[config.mk]
export PLATFORM = sky130hd
export DESIGN_NAME = ring_grant_ctrl
export DESIGN_NICKNAME = d
export VERILOG_FILES = /design/src/rtl/ring_pkg.sv /design/src/rtl/ring_station_ch.sv /design/src/rtl/ring_grant_ctrl.sv
export SDC_FILE = /design/constraint.sdc
export NUM_CORES = 1
export LEC_CHECK = 0
export ABC_AREA = 1
export BUFFER_PORTS_ARGS = -buffer_cell sky130_fd_sc_hd__buf_2
export CORE_UTILIZATION = 53
export CTS_CLUSTER_DIAMETER = 40
export CTS_CLUSTER_SIZE = 30
export DETAILED_ROUTE_END_ITERATION = 10
export PLACE_DENSITY = 0.74
export SKIP_LAST_GASP = 1
export SYNTH_ARGS = -nofsm -noshare
export SYNTH_HDL_FRONTEND = slang
export SYNTH_SLANG_ARGS = --single-unit
[constraint.sdc]
create_clock -name i_clk -period 2.85 [get_ports i_clk]
set_input_delay 0.4275 -clock i_clk [delete_from_list [all_inputs] [get_ports i_clk]]
set_output_delay 0.4275 -clock i_clk [all_outputs]
set_load 0.01 [all_outputs]
[src/rtl/ring_pkg.sv]
// Shared types and constants for the ring grant controller.
// Station bit order follows the ring: bit 0 is station A, bit 7 is station H.
package ring_pkg;

  typedef enum logic [2:0] {
    IDLE        = 3'd0,
    WAIT_PERMIT = 3'd1,
    SETTLE      = 3'd2,
    ACTIVE      = 3'd3,
    FAULT       = 3'd4
  } station_state_t;

  localparam int NUM_STATIONS_DEF = 8;

  localparam int ST_A = 0;
  localparam int ST_B = 1;
  localparam int ST_C = 2;
  localparam int ST_D = 3;
  localparam int ST_E = 4;
  localparam int ST_F = 5;
  localparam int ST_G = 6;
  localparam int ST_H = 7;

endpackage

[src/rtl/ring_station_ch.sv]
// One ring station: request sync/debounce plus grant FSM.
// state | meaning: IDLE no request | WAIT_PERMIT req latched, waiting | SETTLE permit qualifying | ACTIVE granted | FAULT permit lost while granted
module ring_station_ch
  import ring_pkg::*;
#(
  parameter int DEBOUNCE_CYCLES = 4,
  parameter int SETTLE_CYCLES   = 3,
  parameter int MIN_ON_CYCLES   = 5
) (
  input  logic clk_sys,
  input  logic rst_b,
  input  logic req,
  input  logic permit,
  input  logic done,
  input  logic fault_clr,
  output logic req_latched,
  output logic grant,
  output logic fault,
  output logic active
);

  localparam int DB_W   = $clog2(DEBOUNCE_CYCLES + 1);
  localparam int SET_W  = $clog2(SETTLE_CYCLES + 1);
  localparam int HOLD_W = $clog2(MIN_ON_CYCLES + 1);

  localparam logic [DB_W-1:0]   DB_MAX   = DB_W'(DEBOUNCE_CYCLES);
  localparam logic [SET_W-1:0]  SET_MAX  = SET_W'(SETTLE_CYCLES);
  localparam logic [HOLD_W-1:0] HOLD_MAX = HOLD_W'(MIN_ON_CYCLES);

  logic [1:0]        sync_q;
  logic              req_db;
  logic [DB_W-1:0]   db_cnt;
  logic [DB_W-1:0]   db_inc;

  station_state_t    state, state_nxt;
  logic [SET_W-1:0]  set_cnt, set_nxt, set_inc;
  logic [HOLD_W-1:0] hold_cnt, hold_nxt;
  logic              rel_pend, rel_nxt;
  logic              release_req;

  assign db_inc = db_cnt + 1'b1;

  // Counter only ever climbs to DEBOUNCE_CYCLES, where it toggles and clears.
  always_ff @(posedge clk_sys or negedge rst_b) begin
    if (!rst_b) begin
      sync_q <= 2'b00;
      req_db <= 1'b0;
      db_cnt <= '0;
    end else begin
      sync_q <= {sync_q[0], req};
      if (sync_q[1] == req_db) begin
        db_cnt <= '0;
      end else if (db_inc == DB_MAX) begin
        req_db <= ~req_db;
        db_cnt <= '0;
      end else begin
        db_cnt <= db_inc;
      end
    end
  end

  always_ff @(posedge clk_sys or negedge rst_b) begin
    if (!rst_b) begin
      state    <= IDLE;
      set_cnt  <= '0;
      hold_cnt <= '0;
      rel_pend <= 1'b0;
    end else begin
      state    <= state_nxt;
      set_cnt  <= set_nxt;
      hold_cnt <= hold_nxt;
      rel_pend <= rel_nxt;
    end
  end

  assign set_inc     = set_cnt + 1'b1;
  assign release_req = rel_pend | done | ~req_db;

  always_comb begin
    state_nxt = state;
    set_nxt   = set_cnt;
    hold_nxt  = hold_cnt;
    rel_nxt   = rel_pend;
    unique case (state)
      IDLE: begin
        if (req_db) state_nxt = WAIT_PERMIT;
      end
      WAIT_PERMIT: begin
        if (!req_db) begin
          state_nxt = IDLE;
        end else if (permit) begin
          if (SETTLE_CYCLES == 1) begin
            state_nxt = ACTIVE;
            hold_nxt  = HOLD_W'(1);
            rel_nxt   = 1'b0;
          end else begin
            state_nxt = SETTLE;
            set_nxt   = SET_W'(1);
          end
        end
      end
      SETTLE: begin
        if (!permit) begin
          state_nxt = WAIT_PERMIT;
          set_nxt   = '0;
        end else if (!req_db) begin
          state_nxt = IDLE;
          set_nxt   = '0;
        end else if (set_inc == SET_MAX) begin
          state_nxt = ACTIVE;
          set_nxt   = '0;
          hold_nxt  = HOLD_W'(1);
          rel_nxt   = 1'b0;
        end else begin
          set_nxt = set_inc;
        end
      end
      ACTIVE: begin
        // Permit loss wins over any release, whatever the hold count.
        if (!permit) begin
          state_nxt = FAULT;
          hold_nxt  = '0;
          rel_nxt   = 1'b0;
        end else if (release_req && (hold_cnt == HOLD_MAX)) begin
          state_nxt = IDLE;
          hold_nxt  = '0;
          rel_nxt   = 1'b0;
        end else begin
          rel_nxt = release_req;
          if (hold_cnt != HOLD_MAX) hold_nxt = hold_cnt + 1'b1;
        end
      end
      FAULT: begin
        if (fault_clr && !req_db) state_nxt = IDLE;
      end
      default: begin
        state_nxt = IDLE;
      end
    endcase
  end

  assign req_latched = req_db;
  assign active      = (state == ACTIVE);
  assign grant       = active & permit;
  assign fault       = (state == FAULT);

endmodule

[src/rtl/ring_grant_ctrl.sv]
// Sequential front/back stage around the ring interlock: one channel per
// station plus a registered count of stations currently in ACTIVE.
module ring_grant_ctrl
  import ring_pkg::*;
#(
  parameter int NUM_STATIONS    = NUM_STATIONS_DEF,
  parameter int DEBOUNCE_CYCLES = 4,
  parameter int SETTLE_CYCLES   = 3,
  parameter int MIN_ON_CYCLES   = 5
) (
  input  logic                                i_clk,
  input  logic                                i_rst_n,
  input  logic [NUM_STATIONS-1:0]             i_req,
  input  logic [NUM_STATIONS-1:0]             i_permit,
  input  logic [NUM_STATIONS-1:0]             i_done,
  input  logic                                i_fault_clr,
  output logic [NUM_STATIONS-1:0]             o_req_latched,
  output logic [NUM_STATIONS-1:0]             o_grant,
  output logic [NUM_STATIONS-1:0]             o_fault,
  output logic [$clog2(NUM_STATIONS+1)-1:0]   o_active_cnt
);

  localparam int CNT_W = $clog2(NUM_STATIONS + 1);

  logic [NUM_STATIONS-1:0] active;
  logic [CNT_W-1:0]        active_sum;

  for (genvar n = 0; n < NUM_STATIONS; n++) begin : g_station
    ring_station_ch #(
      .DEBOUNCE_CYCLES (DEBOUNCE_CYCLES),
      .SETTLE_CYCLES   (SETTLE_CYCLES),
      .MIN_ON_CYCLES   (MIN_ON_CYCLES)
    ) u_ch (
      .clk_sys     (i_clk),
      .rst_b       (i_rst_n),
      .req         (i_req[n]),
      .permit      (i_permit[n]),
      .done        (i_done[n]),
      .fault_clr   (i_fault_clr),
      .req_latched (o_req_latched[n]),
      .grant       (o_grant[n]),
      .fault       (o_fault[n]),
      .active      (active[n])
    );
  end

  // Counts FSM ACTIVE state, not the permit-gated grant.
  always_comb begin
    active_sum = '0;
    for (int n = 0; n < NUM_STATIONS; n++) begin
      active_sum = active_sum + CNT_W'(active[n]);
    end
  end

  always_ff @(posedge i_clk or negedge i_rst_n) begin
    if (!i_rst_n) o_active_cnt <= '0;
    else          o_active_cnt <= active_sum;
  end

endmodule
==> run summary <==
area leader, netlist = dfrtp_1
vias in the first global route = 5489
DRT antenna net count = 0
worst hold slack = 0.114 ns
drt wl/cell = 11.9 um
CP max FO = 2
Post-Syn Instances = 916
Syn Std Cell Area = 7240 sq um
CTS H-tree lvls = 4
drt first pass iters = 5
Final WS setup = -0.116 ns
top-area cell type share of the netlist area = 42.9%
count of cell types in the netlist = 39
Vias = 5829
Seq cells post-synth = 124
WP buf/inv = 2
PwrDens = 778 nW/um^2
Initial Utilization = 54.4%
MaxCap Viol Count = 0
clk_lat worst skew = 0.42 ns
Core Rows = 42
Ys Warns = 0
Worst Path Class, Setup = reg -> reg
clk root buf = clkbuf_16
Ports = 55
NumNets Final = 1052
RSZ-0062 raised after global routing = yes
DIE AREA = 14100 sq um
most common cell in the synthesized netlist = nand2_1
crit share post-route = 104%
Post-synth top cells = nand2_1 (240), dfrtp_1 (124), inv_1 (116)
Mapped Avg Cell Area = 7.90 sq um
Tmin final = 2.97 ns
Least-Margin Pin Slew = 0.500 ns
Arrival @ worst endpoint = 3.26 ns
DRT iter0 DRCs = 361
Post-synth ARST share = 100%
# port buffers = 54
top cells by area, synth = dfrtp_1 (43%), nand2_1 (12%), ha_1 (6.2%)
Worst path top cell family by delay = adder cells
cells along the critical path = nor2_4, nand2_4, inv_4, fa_1, fa_1, fa_1, ha_2, inv_2, fa_1, xnor2_1
fmax = 337 MHz
cell mode on critical path = fa_1
Synthesized Nets = 983
Diodes inserted = 0
IR drop worst, VDD = 0.517 mV
CTS Buf Count = 17
DRC = 0
largest net degree at the start of global routing = 64
clk buf depth = 2
clock slew at the register clock pins of the worst setup and hold paths = 0.05 ns
GP Congestion = 0.867
type of destination of the critical path = flop
part of the Yosys area used for sequential elements = 42.9%
total power = 0.00642 W
Layout area overhead = 14.0%
share of layout cells above drive strength 1 = 17.5%
Post-DP HPWL = 10400 um
total grt overflow = 0
failing checks = setup timing
clock skew = 0.00935 ns
Final Slew Violations = 0
run status = finished with violations
DIE WIDTH = 119 um
min-delay worst type = in -> reg
Post-Route WL = 13900 um
Die H = 119 um
Post-synth EDFFs = 0
routed vias/inst = 4.98
Slew headroom = 66.6%
Setup violations, final = 2
initial antenna violation count = 0
Critical-path top delay cell = fa_1
Pleak = 4.43 nW
clk sink count = 124
Fin. Hold Viols = 0
core area = 13300 sq um
main flop type after synthesis = dfrtp_1
CTS tree = yes
Startpoint Class = flop
first-pass GRT wire length = 24300 um
GR Util All Layers = 21.6%
CP max stage delay = 0.54 ns
Req. time, crit path = 3.14 ns
-- path summary, 6_finish.rpt --
kind / from / endpoint / slack (ns) / cells after the start
max: g_station[3].u_ch.state[2]$_DFFE_PN0P_ / o_active_cnt[2]$_DFF_PN0_ / -0.12 / 10
min: i_req[6] / g_station[6].u_ch.sync_q[0]$_DFF_PN0_ / 0.11 / 1
max reg2reg: g_station[3].u_ch.state[2]$_DFFE_PN0P_ / o_active_cnt[2]$_DFF_PN0_ / -0.12 / 10
min reg2reg: g_station[6].u_ch.sync_q[0]$_DFF_PN0_ / g_station[6].u_ch.sync_q[1]$_DFF_PN0_ / 0.35 / 0
max in group asynchronous: i_rst_n / g_station[3].u_ch.state[2]$_DFFE_PN0P_ / 1.60 / 3
min in group asynchronous: i_rst_n / g_station[5].u_ch.req_latched$_DFFE_PN0P_ / 0.52 / 2
-- sequential cells by signal, indices dropped and copies added, names as in the netlist --
register / count
g_station.u_ch.set_cnt: 16
g_station.u_ch.db_cnt: 24
g_station.u_ch.hold_cnt: 24
o_active_cnt: 4
g_station.u_ch.req_latched: 8
g_station.u_ch.sync_q: 16
g_station.u_ch.state: 24
g_station.u_ch.rel_pend: 8
-- metal layers --
metal	up-vias	global-route usage [%]	share of wire (%)
li1	3023	-	-
met1	2700	28.3	49
met2	90	34.6	47
met3	16	5.27	3.2
met4	0	8.23	0.98
met5	-	0	0
-- power breakdown --
group / total [W] / leakage (nW) / internal [W] / switching [W]
sequential: 0.00262 / 1.61 / 0.00220 / 0.000416
clock: 0.00188 / 0.253 / 0.00118 / 0.000694
combinational: 0.00192 / 2.57 / 0.000779 / 0.00115
-- cells in the final DEF (no fill, tap or decap), drive strengths merged, types with 3 or more instances in the layout --
master and n:
buf 81, nand3 80, nand4 14, nor2 100, o211ai 3, clkbuf 27, a21oi 16, inv 136
a31oi 10, o31ai 8, xnor2 16, fa 4, xor2 8, ha 36, nand2 253, o21ai 36
clkinv 7, nor3 31, dfrtp 124
-- logic make-up (layout without fill, tap and decap cells) --
family | after synthesis | in the layout | share of synthesized area, %
xor+xnor | 24 | 24 | 2.90
compound gates | 74 | 74 | 6.17
flops | 124 | 124 | 42.9
fa+ha+maj | 40 | 40 | 7.33
buf+inv | 173 | 252 | 10.5
simple gates | 481 | 481 | 30.2
-- area by class of cell --
class / instances / area (sq um)
inverter: 141 / 532
multi-input combinational: 619 / 3380
timing repair buffer: 82 / 498
tap: 176 / 220
clock inverter: 2 / 10.0
clock buffer: 27 / 503
sequential: 124 / 3100
fill: 1162 / 5040
-- through the flow --
step                      worst slack [ns]  setup TNS [ns]  cells  util, %  area, sq um
final                               -0.116          -0.231   1171     62.1         8250
after global routing                -0.242          -0.460   1171     62.1         8250
after CTS                           -0.110          -0.207   1168     61.9         8230
after detailed placement           -0.0944          -0.175   1135     57.7         7680
after global placement           -0.000745       -0.000745   1135     57.7         7680
after floorplan                    -0.0667          -0.132    916        -         7240
-- timing repair --
item	in CTS	in global routing
hold buffers	1	0
buffers inserted	3	3
resized for setup	3	1
setup endpoints to repair	2	2
endpoints found under the hold margin	35	0
Note: power is estimated with default switching activity, not from simulation.
